**config.mk**
```make
export PLATFORM = sky130hd
export DESIGN_NAME = alu_seq
export DESIGN_NICKNAME = d
export VERILOG_FILES = /design/src/rtl/alu_seq_pkg.sv /design/src/rtl/alu_seq.sv
export SDC_FILE = /design/constraint.sdc
export NUM_CORES = 1
export LEC_CHECK = 0
export ABC_AREA = 1
export BUFFER_PORTS_ARGS = -buffer_cell sky130_fd_sc_hd__buf_2
export CAP_MARGIN = 20
export CORE_UTILIZATION = 52
export CTS_CLUSTER_DIAMETER = 200
export DETAILED_ROUTE_END_ITERATION = 16
export MAX_ROUTING_LAYER = met4
export PLACE_DENSITY_LB_ADDON = 0.08
export SYNTH_ARGS = -nofsm -noshare
export SYNTH_HDL_FRONTEND = slang
export SYNTH_SLANG_ARGS = --single-unit
```
**constraint.sdc**
```tcl
create_clock -name clk -period 3.96 [get_ports clk]
set_clock_uncertainty 0.1 [all_clocks]
set_input_delay 0.198 -clock clk [delete_from_list [all_inputs] [get_ports clk]]
set_output_delay 0.198 -clock clk [all_outputs]
set_load 0.05 [all_outputs]
```
**src/rtl/alu_seq_pkg.sv**
```systemverilog
// Shared opcodes, ALU encodings and FSM states for the sequenced ALU front-end.
package alu_seq_pkg;

    localparam int N_DEFAULT = 12;

    // Request opcodes
    localparam logic [1:0] OP_AND = 2'b00;
    localparam logic [1:0] OP_ADD = 2'b01;
    localparam logic [1:0] OP_ADC = 2'b10;
    localparam logic [1:0] OP_CLC = 2'b11;

    // Downstream ALU opcodes
    localparam logic [1:0] ALU_AND = 2'b00;
    localparam logic [1:0] ALU_ADD = 2'b01;

    typedef enum logic [1:0] {
        ST_IDLE  = 2'b00,
        ST_PASS1 = 2'b01,
        ST_PASS2 = 2'b10,
        ST_RESP  = 2'b11
    } state_t;

    // ADD and ADC both drive the ALU adder; only AND uses the AND path.
    function automatic logic [1:0] alu_op_for(input logic [1:0] op);
        return (op == OP_AND) ? ALU_AND : ALU_ADD;
    endfunction

endpackage

```
**src/rtl/alu_seq.sv**
```systemverilog
// Sequences AND/ADD/ADC/CLC requests through an external combinational ALU, tracking a carry flag.
// Latency from accept edge to response: CLC 1, AND/ADD 2, ADC 3 cycles.
// Response held stable until rsp_ready; req_ready only in IDLE or when the pending response drains.
module alu_seq
    import alu_seq_pkg::*;
#(
    parameter int N = N_DEFAULT
) (
    input  logic         clk,
    input  logic         rst_n,
    input  logic         req_valid,
    output logic         req_ready,
    input  logic [1:0]   req_op,
    input  logic [N-1:0] req_a,
    input  logic [N-1:0] req_b,
    output logic [N-1:0] alu_in0,
    output logic [N-1:0] alu_in1,
    output logic [1:0]   alu_op,
    input  logic [N-1:0] alu_out,
    input  logic         alu_cy,
    input  logic         alu_zero,
    output logic         rsp_valid,
    input  logic         rsp_ready,
    output logic [N-1:0] rsp_data,
    output logic         rsp_cy,
    output logic         rsp_zero,
    output logic         flag_c,
    output logic         busy
);

    state_t     state;
    logic [1:0] op_r;
    logic       cy_snap;
    logic       cy1;
    logic       accept;

    assign req_ready = (state == ST_IDLE) | ((state == ST_RESP) & rsp_ready);
    assign accept    = req_valid & req_ready;

    always_ff @(posedge clk or negedge rst_n) begin
        if (!rst_n) begin
            state     <= ST_IDLE;
            op_r      <= OP_AND;
            cy_snap   <= 1'b0;
            cy1       <= 1'b0;
            alu_in0   <= '0;
            alu_in1   <= '0;
            alu_op    <= ALU_AND;
            rsp_valid <= 1'b0;
            rsp_data  <= '0;
            rsp_cy    <= 1'b0;
            rsp_zero  <= 1'b0;
            flag_c    <= 1'b0;
            busy      <= 1'b0;
        end else if (accept) begin
            // flag_c here already reflects a response completing this same edge
            op_r    <= req_op;
            cy_snap <= flag_c;
            alu_in0 <= req_a;
            alu_in1 <= req_b;
            alu_op  <= alu_op_for(req_op);
            busy    <= 1'b1;
            if (req_op == OP_CLC) begin
                state     <= ST_RESP;
                rsp_valid <= 1'b1;
                rsp_data  <= '0;
                rsp_cy    <= 1'b0;
                rsp_zero  <= 1'b1;
                flag_c    <= 1'b0;
            end else begin
                state     <= ST_PASS1;
                rsp_valid <= 1'b0;
            end
        end else begin
            case (state)
                ST_PASS1: begin
                    if (op_r == OP_ADC) begin
                        // Second pass folds the snapshotted carry into the first-pass sum
                        state   <= ST_PASS2;
                        cy1     <= alu_cy;
                        alu_in0 <= alu_out;
                        alu_in1 <= {{(N-1){1'b0}}, cy_snap};
                        alu_op  <= ALU_ADD;
                    end else begin
                        state     <= ST_RESP;
                        rsp_valid <= 1'b1;
                        rsp_data  <= alu_out;
                        rsp_zero  <= alu_zero;
                        rsp_cy    <= (op_r == OP_ADD) & alu_cy;
                        if (op_r == OP_ADD) begin
                            flag_c <= alu_cy;
                        end
                    end
                end
                ST_PASS2: begin
                    state     <= ST_RESP;
                    rsp_valid <= 1'b1;
                    rsp_data  <= alu_out;
                    rsp_zero  <= alu_zero;
                    rsp_cy    <= cy1 | alu_cy;
                    flag_c    <= cy1 | alu_cy;
                end
                ST_RESP: begin
                    if (rsp_ready) begin
                        state     <= ST_IDLE;
                        rsp_valid <= 1'b0;
                        busy      <= 1'b0;
                    end
                end
                default: begin
                end
            endcase
        end
    end

endmodule

```
# Word-level counts from Yosys, hierarchy flattened

Cells that the tools add are included.
W data, S select, Z words.

Eq/ne operators: 10
Muxes and demuxes: 38
Bitwise gates (word level): 6
Reduce and logical (&&, ||, !) cells: 15

Operators by type and width:

| kind                 | number |
|---|---|
| $mux W12             | 9 |
| $pmux W12 S2         | 1 |
| $mux W1              | 17 |
| $mux W2              | 6 |
| $ne A3 B3 Y1 const B | 3 |
| $reduce_and A3 Y1    | 3 |
| $eq A2 B2 Y1 const B | 4 |
| $reduce_bool A2 Y1   | 4 |
| $pmux W1 S2          | 3 |
| $pmux W2 S3          | 1 |
| $reduce_and A2 Y1    | 3 |
| $eq A2 B1 Y1 const B | 2 |
| $logic_not A2 Y1     | 2 |
| $reduce_and A4 Y1    | 1 |
| $reduce_bool A4 Y1   | 1 |
| $and A1 B1 Y1        | 3 |
| $pmux W1 S3          | 1 |
| $reduce_bool A3 Y1   | 1 |
| $ne A2 B1 Y1 const B | 1 |
| $or A1 B1 Y1         | 2 |
| $not A1 Y1           | 1 |

Flip-flop bits (word level): 49
Bits of input ports: 44
Output and inout port bits: 44
Logic and storage cells: 82

# Longest topological paths before layout

Gate-level depths: netlist of run 1.

Depth in word-level cells: 6
Mapped depth: 11
Gate-level depth less buffers: 9

# Worst setup path after synthesis of run 1

No wires, ideal clock.

Path type: register to register
Start: reg state[1]
End: reg alu_op[0]
Setup time: 122 ps
Arrival time: 1467 ps
Data required time: 3738 ps
Slack: 2272 ps
Cell stages (with the launch flop): 10
Path buffers: 1
Clock period less this slack: 1688 ps
Cell sequence: dfrtp_1 > inv_1 > ha_1 > inv_1 > nand2_4 > nand2_2 > buf_6 > or2_0 > o21ai_1 > nand2_1

Cells in the longest elaborated chain, start to end: 6
Elaborated cells between the ends (all ways): 10
Classes of those cells: eq/ne: 2; mux: 1; bitwise: 3; reduce/logical: 4

Ends and longest elaborated chain:

| item                         | RTL line      | RTL |
|---|---|---|
| start: declaration           | alu_seq.sv:31 | `state_t state;` |
| start signal: assignment     | alu_seq.sv:42 | `state <= ST_IDLE;` |
| start signal: assignment     | alu_seq.sv:64 | `state <= ST_RESP;` |
| start signal: assignment     | alu_seq.sv:71 | `state <= ST_PASS1;` |
| $eq A2 B2 Y1                 | alu_seq.sv:37 | `assign req_ready = (state == ST_IDLE) \| ((state == ST_RESP) & rsp_ready);` |
| $and A1 B1 Y1                | alu_seq.sv:37 |  |
| $or A1 B1 Y1 (*)             | alu_seq.sv:37 |  |
| net req_ready                | alu_seq.sv:12 | `output logic req_ready,` |
| $and A1 B1 Y1 (*)            | alu_seq.sv:38 | `assign accept = req_valid & req_ready;` |
| $reduce_bool A2 Y1 (no line) | n/a           |  |
| $reduce_and A2 Y1 (no line)  | n/a           |  |
| end signal: assignment       | alu_seq.sv:61 | `alu_op <= alu_op_for(req_op);` |
| end: declaration             | alu_seq.sv:18 | `output logic [1:0] alu_op,` |

The timed path passes the listed nets; every way through them passes the cells marked *.
A chain may end at the register's enable or synchronous reset.

# Final worst setup path of run 1

Start: reg state[0]
End: reg alu_in0[5]

Cells in the longest elaborated chain, start to end: 6
Elaborated cells between the ends (all ways): 10
Classes of those cells: eq/ne: 2; mux: 1; bitwise: 3; reduce/logical: 4

Ends and longest elaborated chain:

| item                         | RTL line      | RTL |
|---|---|---|
| $eq A2 B2 Y1                 | alu_seq.sv:37 |  |
| $and A1 B1 Y1                | alu_seq.sv:37 |  |
| $or A1 B1 Y1                 | alu_seq.sv:37 |  |
| $and A1 B1 Y1                | alu_seq.sv:38 |  |
| $reduce_bool A2 Y1 (no line) | n/a           |  |
| $reduce_and A2 Y1 (no line)  | n/a           |  |
| end signal: assignment       | alu_seq.sv:59 | `alu_in0 <= req_a;` |
| end signal: assignment       | alu_seq.sv:81 | `alu_in0 <= alu_out;` |
| end: declaration             | alu_seq.sv:16 | `output logic [N-1:0] alu_in0,` |

Parallel ways exist; a longest one is shown, timed or not.

==> impl.org, run 1 <==
** Detailed routing
- In this run, the number of DRC markers left after iteration 0 of detailed routing was about 120.
- After detailed routing, the average wire length per cell comes to ~12 um.
- Total wirelength of the detailed-routed design :: 5000 um
- Final ANT Viol Nets :: 0
- For this run, design rule violations remaining after detail routing come to 0.
- Number of detailed-route iterations in the first pass :: 4
- After detailed routing, the number of vias per cell comes to around 4.8.
- The detailed router placed approximately 2.0k vias in this run.

** Setup path
- Broken down by cell family, the worst path's largest delay share belongs to simple AND/OR/NAND/NOR gates.
- Critical path endpoint category :: flop
- Beginning of the critical path :: state[0]
- Cell-by-cell trace of the critical path :: inv_1 -> ha_1 -> inv_1 -> nand2_4 -> nand2_2 -> nand2_2 -> inv_2 -> nand2_1 -> nand2_1
- Across all register-to-register paths, the minimum setup slack is about 1.6 ns.
- Critical Path Max Stage Delay :: 0.41 ns
- Number of cells on the worst reg-to-reg path :: 9
- The number of buffers and inverters on the critical path is 3.
- Worst Path Class, Setup :: flop to flop
- Worst reg2reg startpoint :: state[0]
- Of all nets on the critical path, the largest fanout is 24.
- STA puts the critical path data required time at just over 4 ns.
- The critical path runs through a total of 9 cells.
- CP max stage cell :: sky130_fd_sc_hd__dfrtp_1
- For the worst setup path, the data arrival time is 2.48 ns.
- In this run the critical register-to-register path is captured at alu_in0[5].
- STA classifies the critical path startpoint as a flop.

** Power
- Worst ir drop on vdd :: between 600 and 700 uV
- Total power per unit cell area :: ~1000 nW/um^2
- Lkg Pwr :: 1.64 nW

** Yosys
- Compound-gate portion of the synthesized area :: under 10%
- Synthesized area per cell :: ~8.3 sq um
- Ranked by instance count, the synthesized netlist is headed by sky130_fd_sc_hd__nand2_1, sky130_fd_sc_hd__dfrtp_1, sky130_fd_sc_hd__inv_1, sky130_fd_sc_hd__o21ai_1.
- The netlist uses 21 different library cells.
- Counting flops with a built-in enable in the synthesized netlist gives 0.
- Ranked by total cell area, the synthesized netlist is headed by sky130_fd_sc_hd__dfrtp_1, sky130_fd_sc_hd__nand2_1, sky130_fd_sc_hd__nand2_2.
- Largest area contributor in the synthesized netlist :: sky130_fd_sc_hd__dfrtp_1
- Share of synthesized cell area in and, or, nand and nor gates :: between 20% and 30%
- Mux contribution to synthesized area :: 0%
- The share of the Yosys chip area taken by registers is a little over half.
- In this run, synthesis produced a sequential element count of 48.
- Yosys warns :: 0
- After Yosys synthesis, full adders, half adders and majority gates account for under 10% of the synthesized area.
- Number of standard cells after synthesis :: 267
- Post-Synth XOR/XNOR Area :: 0%
- Combinational family with the most area after synthesis :: simple AND/OR/NAND/NOR gates
- The cell area that synthesis handed to floorplanning was 2210 sq um.
- Share of the synthesized area in the top cell type :: 54.4%
- Prevailing post-synth register cell :: sky130_fd_sc_hd__dfrtp_1
- Counting every net in the synthesized netlist gives between 300 and 400.
- For this run, asynchronously set or reset flops after synthesis account for 100%.
- Among all cell types in the netlist, the one instantiated most often is sky130_fd_sc_hd__nand2_1.

** Layout
- Cells fill a little over two thirds of the core in the end.
- For this run, the number of standard cells in the final layout without fillers is approximately 410.
- Ratio of cells with drive above 1 in the final layout :: 30.2%
- The net count of the finished layout is a little over 400.
- The repair_antennas step left the layout with diodes totalling 0.
- The area growth from synthesis to layout is 28.3%.

** Clock tree
- Post-CTS timing repair inserted 0 buffers for setup.
- Cts repair resizes :: 0
- In this run, CTS created clock tree buffers numbering 5.
- Root buf cell :: sky130_fd_sc_hd__clkbuf_8
- For the worst-skew pair, the clock arrives at the later sink with an insertion delay of about 0.30 ns.
- CTS saw 48 sinks.
- Clock-pin slew was measured on the worst setup and hold paths at 0.09 ns.
- The clock tree synthesis step divided the H-tree into 2 levels.
- TritonCTS built the clock tree.
- Number of buffers inserted by hold repair at cts :: 8
- The clock passes through at most 2 buffers.

** Worst hold path
- Worst min-delay path category :: primary input to flop
- Worst hold path cell count :: 3
- End of the worst hold path :: alu_in1[10]
- Hold path start :: req_b[10]

** Timing
- Tmin final :: approximately 2.3 ns
- Maximum frequency from static timing analysis :: about 430 MHz
- Final Max Tran Viols :: 0
- The hold violation total from the final report was 0.
- The worst pin sits at a relative slew slack of a little over two fifths.
- # setup viols final :: 0
- For the pin with the worst max-slew slack, the measured transition is ~0.86 ns.
- Worst hold-check slack :: 0.00457 ns
- Adding up every negative setup slack in the final design gives 0 ns.
- Part of the cycle the worst path needs :: roughly three fifths
- Unrepaired setup endpoints after global routing :: false

** Run
- # Max-Cap Violations :: 0

** Run status
- The run finished with clean final reports.

** Place
- In this run the tool buffered the top-level ports with 86 buffer cells.
- Detailed placement finished with a half-perimeter wire length of ~3500 um.
- The congestion estimate from routability-driven global placement came to 0.829.
- Placed Cells incl. Taps :: 392

** GRT
- The number of antenna violations at the first check in global routing is 0.
- Remaining Overflow, GRT :: 0
- The via count of the first global-routing pass is 1881.
- The first global-routing pass estimated between 8000 and 9000 um of wire.
- Entering global routing, the biggest net connects 49 pins.
- Global routing used approximately a quarter of the available tracks.

** Floorplanning
- From bottom edge to top edge, the die measures 67.2 um.
- Width of the die :: 67.2 um
- For this design the top-level I/O count stands at 88.
- In this run the core area contains 23 standard-cell rows.
- In this run the standard cell core region covers between 4000 and 5000 sq um.
- Initial core utilization :: roughly 55%
- The die covers 4510 sq um.
==> worst min-delay path: stages <==
cell                      delay (ns)
sky130_fd_sc_hd__buf_2          0.08
sky130_fd_sc_hd__nand2_1        0.05
sky130_fd_sc_hd__nand2_1        0.06
==> cells by family after synthesis <==
logic type | Yosys count
other cells | 1
simple gates | 157
fa+ha+maj | 4
buf+inv | 27
flops | 48
compound gates | 30
==> placed cells by master, fill, tap and decap left out, drive strengths merged <==
cell type	Yosys	layout
nor2	3	3
nand3	5	5
clkinv	0	1
conb	1	1
inv	16	17
nand2	147	147
o21ai	23	23
or2	1	1
o211ai	1	1
a21oi	3	3
a21boi	1	1
dlygate4sd3	0	10
clkbuf	0	6
ha	4	4
o21a	2	2
buf	11	87
dfrtp	48	48
nand4	1	1
==> state kept, by name, summed over array words and instances, names as in the netlist <==
name       cells
alu_op         1
cy_snap        1
op_r           2
rsp_data      12
rsp_cy         1
rsp_valid      1
alu_in0       12
rsp_zero       1
state          2
alu_in1       12
flag_c         1
cy1            1
busy           1
==> worst max path at each step <==
stage	endpoint	slack, ns
after floorplan	alu_op[0]	2.27
after global placement	alu_in0[5]	1.71
after detailed placement	alu_in0[9]	1.62
after CTS	alu_in0[5]	1.61
after global routing	alu_in1[8]	1.41
final	alu_in0[5]	1.63
==> where the power goes <==
part / total, mW / leakage, nW / internal [mW] / switching, mW
clock network: 0.308 / 0.0516 / 0.143 / 0.165
logic: 1.66 / 0.995 / 0.387 / 1.27
registers: 0.852 / 0.593 / 0.724 / 0.128
total: 2.82 / 1.64 / 1.25 / 1.57
==> metal layers <==
layer  GRT usage, %  part of all wire (%)  up-vias  routed length [um]
met3           5.91                   5.8        8                 291
met2           40.5                    47       65                2350
met5              -                     0        -                   0
li1               -                     -      999                   -
met1           30.6                    45      909                2270
met4           9.57                   1.6        0                  82
==> through the flow <==
stage | power (mW) | area, sq um | setup WS (ns)
5_1_grt | 3.02 | 2830 | 1.41
3_5_place_dp | 2.52 | 2620 | 1.62
4_1_cts | 2.84 | 2790 | 1.61
6_report | 2.82 | 2830 | 1.63
3_3_place_gp | 2.49 | 2620 | 1.71
2_1_floorplan | 2.19 | 2210 | 2.27
==> final cells by class <==
| cell class | instances | area (sq um) |
|---|---|---|
| Clock inverter | 2 | 13.8 |
| Clock buffer | 6 | 82.6 |
| Timing Repair Buffer | 97 | 551 |
| Fill cell | 347 | 1200 |
| Sequential cell | 48 | 1200 |
| Tap cell | 50 | 62.6 |
| Inverter | 16 | 60.1 |
| Multi-Input combinational cell | 192 | 861 |
Note: power is estimated with default switching activity, not from simulation.
==> run 2: changes to the inputs <==
--- a/config.mk
+++ b/config.mk
@@ -8,7 +8,7 @@
 export ABC_AREA = 1
 export BUFFER_PORTS_ARGS = -buffer_cell sky130_fd_sc_hd__buf_2
 export CAP_MARGIN = 20
-export CORE_UTILIZATION = 52
+export CORE_UTILIZATION = 48
 export CTS_CLUSTER_DIAMETER = 200
 export DETAILED_ROUTE_END_ITERATION = 16
 export MAX_ROUTING_LAYER = met4
==> constraint.sdc (replaced) <==
create_clock -name clk -period 2.3 [get_ports clk]
set_clock_uncertainty 0.1 [all_clocks]
set_input_delay 0.115 -clock clk [delete_from_list [all_inputs] [get_ports clk]]
set_output_delay 0.115 -clock clk [all_outputs]
set_load 0.05 [all_outputs]
==> run 2 against run 1 <==
Final cell count increased by 7.1%. Sequential share of layout area decreased by 3.4 points. Clock power increased by 73%. Critical path depth unchanged. Sequential power increased by 71%. Wire length increased by 6.4%. Combinational power increased by 76%. Via count increased by 5.3%. Die area increased by 8.1%. Clock-buffer cell count unchanged. Critical endpoint is now rsp_data[4].
==> impl.org, run 2 (synthesis results as in run 1) <==
** Floorplanning
- The floorplan step defined a die boundary enclosing 4870 sq um.
- The floorplan step defined a core boundary enclosing roughly 4400 sq um.
- Die Ht :: about 70 um
- Measured along the x axis, the die boundary spans ~70 um.
- Initial core utilization :: between 50% and 60%
- Count of boundary I/O pins :: 88
- The floorplan has 24 rows.

** Clock tree
- Post-CTS Setup Bufs :: 0
- Clock tree synthesis found a total of 48 sinks.
- Clock-pin slew was measured on the worst setup and hold paths at around 0.09 ns.
- Clk_lat worst skew :: around 0.3 ns
- Inserted Clock Buffers :: 5
- The tree is rooted in a sky130_fd_sc_hd__clkbuf_8.
- CTS Buffer Depth :: 2
- CTS tree :: done
- CTS HTree Levels :: 2

** Setup path
- Required time at the endpoint of the critical path :: approximately 2.4 ns
- Critical path arrival :: 2.12 ns
- Critical path endpoint category :: flop
- Of all nets on the critical path, the largest fanout is 24.
- Worst Path Class, Setup :: flop to flop
- Worst setup SP type :: flop

** GRT
- Number of global-route vias before repair :: around 2k
- Aggregate global-route resource usage :: between 20% and 30%
- Summed over all layers, the global routing overflow is 0.
- The first global-routing pass estimated ~9000 um of wire.
- The number of antenna violations at the first check in global routing came to 0.
- Largest net degree at the start of global routing :: 29

** Layout
- Summing all flip-flop and latch instances after layout gives 1200 sq um.
- Summing all multi-input logic gate instances after layout gives between 800 and 900 sq um.
- The library cells used most frequently in the layout, excluding fill and tap cells, are sky130_fd_sc_hd__nand2_1, sky130_fd_sc_hd__buf_2, sky130_fd_sc_hd__dfrtp_1.
- Leaving out fill and tap cells, the most frequent cell in the layout is sky130_fd_sc_hd__nand2_1.
- Once layout is complete, the utilization of the core stands at between 70% and 80%.
- Ratio of cells with drive above 1 in the final layout :: between 20% and 30%
- Count of fill cells added during filler insertion :: 346
- The area growth from synthesis to layout is 39.6%.
- The final layout contains 435 nets.
- Largest regs :: alu_in0 (12), alu_in1 (12), rsp_data (12)
- 0 antenna diodes ended up in the layout.

** Detailed routing
- Using the TritonRoute via totals, the vias-per-cell ratio works out to approximately 4.7.
- The pre-antenna-repair detailed-routing pass consisted of 4 iterations.
- DRC violations left :: 0
- The routed layout has roughly 2.1k vias.
- In this run the remaining antenna-violating nets after routing total 0.
- Dividing the detail-routed wire length by the instance count gives between 10 and 15 um.
- The first routing iteration left 81 violations.
- Total wirelength of the detailed-routed design :: around 5300 um

** Timing
- Final Max Tran Viols :: 0
- # setup viols final :: 0
- Part of the cycle the worst path needs :: 86.7%
- Setup repair after global routing left no endpoint under its margin.
- Maximum frequency from static timing analysis :: 501 MHz
- The hold violation total from the final report was 0.
- Worst hold-check slack :: around 0.0030 ns
- Setup total negative slack :: 0 ns
- Tmin final :: between 1.5 and 2 ns

** Power
- Across the VDD grid, the largest voltage drop is between 1000 and 1500 uV.
- Final Power :: between 4 and 5 mW
- Lkg Pwr :: ~1.8 nW
- Total power per unit cell area :: roughly 1600 nW/um^2

** Place
- Placer congestion estimate :: 0.788
- After legalization and detailed placement, the total HPWL measured 3570 um.
- Buffers placed on the I/O ports in this run total 86.

** Run
- # Max-Cap Violations :: 0

** Worst hold path
- Worst min-delay path category :: primary input to flop

** Run status
- The flow ran to the end, and the final reports show no timing, DRC or antenna violations.
run 2: changes by cell type in the layout (fill, tap and decap cells not counted):
cell and change:
sky130_fd_sc_hd__dlygate4sd3_1 +23, sky130_fd_sc_hd__buf_4 +5, sky130_fd_sc_hd__buf_12 -1
run 2: repair_timing:
action                                 CTS  global route
hold buffers                            33             0
resized for setup                        0             0
endpoints found under the hold margin   53             0
run 2: per-stage QoR:
stage	cell area [sq um]	setup WS, ns	std cells
floorplan	2210	0.612	267
global placement	2660	0.429	399
detailed placement	2660	0.346	399
CTS	3080	0.319	440
global route	3080	0.138	440
finish	3080	0.306	440
run 2: final timing paths:
kind                                  from          end  slack, ns  cells past startpoint
worst max register to register    state[0]  rsp_data[4]       0.31                      9
worst max-delay path              state[0]  rsp_data[4]       0.31                      9
worst min register to register  alu_in1[9]   alu_in1[9]       0.37                      2
worst min-delay path              req_a[6]   alu_in0[6]      0.003                      5
max in group asynchronous            rst_n  alu_in0[10]       1.17                      3
min in group asynchronous            rst_n   alu_in0[4]       0.20                      2
run 2: worst max-delay path, cell delays in order, from the launching register on:
cell and delay (ns):
sky130_fd_sc_hd__dfrtp_1 0.42, sky130_fd_sc_hd__inv_1 0.08, sky130_fd_sc_hd__ha_1 0.19, sky130_fd_sc_hd__inv_1 0.15
sky130_fd_sc_hd__nand2_4 0.08, sky130_fd_sc_hd__nand2_2 0.23, sky130_fd_sc_hd__nand2_2 0.12, sky130_fd_sc_hd__nand2_2 0.34
sky130_fd_sc_hd__nand2_1 0.11, sky130_fd_sc_hd__o21ai_1 0.10
run 2: report_power, final:
group	leakage [nW]	switching [mW]	internal [mW]	total, mW
Combinational	1.11	2.21	0.717	2.92
Clock	0.0516	0.288	0.246	0.534
Sequential	0.593	0.210	1.25	1.46
Total	1.75	2.70	2.21	4.91
run 2: area by class of cell:
cell class | count | area share, %
Sequential cell | 48 | 39.0
Multi-Input combinational cell | 192 | 27.9
Timing Repair Buffer | 124 | 25.9
Clock buffer | 6 | 2.68
Tap cell | 52 | 2.11
Inverter | 16 | 1.95
Clock inverter | 2 | 0.447
run 2: routing by layer:
metal	wire (um)	track usage, %	part of all wire [%]
met2	2540	38.9	48
met5	0	-	0
met3	275	5.67	5.2
met4	67	6.44	1.3
met1	2440	28.3	46
==> run 3: changes to the inputs <==
--- a/config.mk
+++ b/config.mk
@@ -8,11 +8,11 @@
 export ABC_AREA = 1
 export BUFFER_PORTS_ARGS = -buffer_cell sky130_fd_sc_hd__buf_2
 export CAP_MARGIN = 20
-export CORE_UTILIZATION = 48
+export CORE_UTILIZATION = 43
 export CTS_CLUSTER_DIAMETER = 200
 export DETAILED_ROUTE_END_ITERATION = 16
 export MAX_ROUTING_LAYER = met4
-export PLACE_DENSITY_LB_ADDON = 0.08
+export PLACE_DENSITY = 0.8
 export SYNTH_ARGS = -nofsm -noshare
 export SYNTH_HDL_FRONTEND = slang
 export SYNTH_SLANG_ARGS = --single-unit
==> constraint.sdc (replaced) <==
create_clock -name clk -period 1.74 [get_ports clk]
set_clock_uncertainty 0.1 [all_clocks]
set_input_delay 0.087 -clock clk [delete_from_list [all_inputs] [get_ports clk]]
set_output_delay 0.087 -clock clk [all_outputs]
set_load 0.05 [all_outputs]
==> run 3 against run 2 <==
Final cell count increased by 6.1%. Largest power group unchanged. Register-to-register slack worse by 0.23 ns. Highest routed layer unchanged. Global-route usage is 1.3 points higher. Fmax rose by 20%. Clock power increased by 28%. Largest cell class unchanged. Design area is 6.2% higher.
==> impl.org, run 3 (synthesis results as in run 1) <==
** Timing
- After layout, the minimum clock period comes to around 1.7 ns.
- The hold violation total from the final report came to 0.
- Maximum frequency from static timing analysis :: around 600 MHz
- For the pin with the worst max-slew slack, the measured transition is 0.526 ns.
- Part of the cycle the worst path needs :: between 90% and 100%
- The number of pins with negative max-slew slack in the final report is 0.
- Relative max-transition margin :: roughly 65%
- Final WS setup :: between 0.07 and 0.08 ns
- Worst hold-check slack :: 0.00153 ns
- # setup viols final :: 0

** Detailed routing
- DRC violations left :: 0
- Number of detailed-route iterations in the first pass :: 4
- Total number of vias :: between 2k and 2.5k
- The first routing iteration left 96 violations.
- Final ANT Viol Nets :: 0
- Wires add up to roughly 6300 um.
- In the final routed layout, each cell accounts on average for around 13 um.
- Vias per std cell :: 4.80

** Floorplanning
- Width of the die :: between 70 and 80 um
- Die Ht :: about 74 um
- The floorplan step defined a die boundary enclosing roughly 5400 sq um.
- Site row count :: 25
- After floorplanning, the core was sized to cover approximately 4800 sq um.
- In this run the count of I/O pins placed on the die edge is about 90.
- Initial core utilization :: around 46%

** GRT
- Met1 usage :: 27.7%
- Remaining Overflow, GRT :: 0
- Number of global-route vias before repair :: approximately 2.2k
- Met3 track utilization from global routing :: approximately 4.5%
- met2 is the most crowded layer.
- Antenna violations before repair :: 0
- Met2 Usage GRT :: 42.7%
- Entering global routing, the biggest net connects 33 pins.
- Wire length of the first global-routing pass :: slightly below 10000 um
- Aggregate global-route resource usage :: between 20% and 30%

** Place
- In this run the cell area measured after placement is between 2000 and 3000 sq um.
- Port buffering added 86 buffers.
- Before CTS, the worst setup slack after placement is -0.0642 ns.
- In this run, placement finished with an instance count of ~420.
- Placed wire-length estimate after detailed placement :: around 3900 um
- Placer congestion estimate :: between 0.8 and 0.9

** Layout
- Ratio of cells with drive above 1 in the final layout :: 32.5%
- Compared with the post-synthesis result, the final layout area differs by 48.3%.
- The repair_antennas step left the layout with diodes totalling 0.
- Non-Filler Instances :: between 400 and 500
- In the final design database the tool counted around 450 nets.
- The library cells used most frequently in the layout, excluding fill and tap cells, are sky130_fd_sc_hd__nand2_1, sky130_fd_sc_hd__buf_2, sky130_fd_sc_hd__dfrtp_1.
- Leaving out fill and tap cells, the most frequent cell in the layout is sky130_fd_sc_hd__nand2_1.
- Largest regs :: alu_in0 (12), alu_in1 (12), rsp_data (12)
- Final Util :: 67.9%
- After routing the design area is approximately 3300 sq um.
- Fill cells in the final layout number 408.

** Clock tree
- The clock passes through at most 2 buffers.
- After clock tree synthesis, the clock-pin slew on the worst setup and hold paths is roughly 0.080 ns.
- The H-tree generated during clock tree synthesis spans 2 levels.
- CTS tree :: done
- Clock tree synthesis selected as its root buffer the cell sky130_fd_sc_hd__clkbuf_8.
- Sinks on Clock Net :: 48
- The later pin in the worst-skew pair is clocked with a latency of 0.29 ns.
- Inserted Clock Buffers :: 5

** Setup path
- STA puts the critical path data required time at between 1.5 and 2 ns.
- In this run the worst path has a maximum fanout of 16.
- Worst setup SP type :: flop
- The setup path with the least slack is of type flop to flop.
- Data on the critical path arrives at its endpoint at 1.78 ns.
- STA classifies the critical path endpoint as a flop.

** Power
- Per report_power, the clock group accounts for roughly 10% of the total.
- Lkg Pwr :: between 1.5 and 2 nW
- Worst ir drop on vdd :: 1110 uV
- Internal power :: 3.17 mW
- Summed over all nets, the switching power comes to between 3 and 4 mW.
- Combinational logic is responsible for around 60% of the overall power.
- In this run the power density over the cells is 2110 nW/um^2.
- Switching part of the total :: 54.1%
- Sequential power share :: between 20% and 30%

** Run status
- The flow ran to the end, and the final reports show no timing, DRC or antenna violations.

** Worst hold path
- The path class of the tightest hold or removal check is primary input to flop.

** Run
- # Max-Cap Violations :: 0
run 3: cell types whose count changed in the layout (fill, tap and decap cells not counted), moves of 3 or more:
cell	change
sky130_fd_sc_hd__buf_4	+4
sky130_fd_sc_hd__dlygate4sd3_1	+4
sky130_fd_sc_hd__ha_1	-3
sky130_fd_sc_hd__inv_1	-3
run 3: final cells by class:
class,instances,area [sq um],share of cell area (%)
inverter,16,62.6,1.91
timing repair buffer,136,931,28.4
tap,67,83.8,2.56
multi-input combinational,192,898,27.4
sequential,48,1200,36.8
clock buffer,7,86.3,2.64
clock inverter,1,7.51,0.229
run 3: power groups by stage:
stage	clock, mW	combinational, mW	sequential, mW
3_3_place_gp	0	3.91	1.95
5_1_grt	0.749	4.60	2.02
4_1_cts	0.696	4.09	1.94
2_1_floorplan	0	1.48	3.50
3_5_place_dp	0	4.00	1.94
6_report	0.681	4.26	1.97
run 3: path summary, 6_finish.rpt:
check / start / end / slack, ns / depth (start not counted)
worst max register to register: state[0] / rsp_data[2] / 0.07 / 10
max in group asynchronous: rst_n / state[0] / 0.75 / 3
worst max-delay path: state[0] / rsp_data[2] / 0.07 / 10
worst min-delay path: req_a[3] / alu_in0[3] / 0.002 / 5
min in group asynchronous: rst_n / alu_in0[7] / 0.20 / 2
worst min register to register: alu_in1[8] / alu_in1[8] / 0.37 / 2
run 3: worst max-delay path, cell delays in order (launching register included):
cell and delay, ns:
sky130_fd_sc_hd__dfrtp_2 0.45, sky130_fd_sc_hd__buf_4 0.15, sky130_fd_sc_hd__ha_2 0.19, sky130_fd_sc_hd__inv_1 0.08
sky130_fd_sc_hd__nand2_1 0.09, sky130_fd_sc_hd__nand2_1 0.09, sky130_fd_sc_hd__nand2_2 0.08, sky130_fd_sc_hd__nand2_4 0.09
sky130_fd_sc_hd__buf_12 0.14, sky130_fd_sc_hd__nand2_1 0.06, sky130_fd_sc_hd__o21ai_1 0.07
run 3: through the flow:
step / power [mW] / setup TNS (ns)
floorplan: 4.98 / 0
global placement: 5.86 / 0
detailed placement: 5.95 / -0.0891
CTS: 6.73 / 0
global route: 7.37 / -0.147
finish: 6.92 / 0
run 3: metal layers:
layer / wire [um] / vias up
met5: 0 / -
met2: 3260 / 81
met1: 2570 / 1053
met3: 276 / 21
li1: - / 1085
met4: 192 / 0
run 3: what timing repair did:
item | in CTS | in global routing
hold buffers | 37 | 0
gates resized for setup | 2 | 15
endpoints found under the setup margin | 6 | 36
endpoints found under the hold margin | 58 | 0
pin swaps | 0 | 2
buffers inserted | 1 | 3
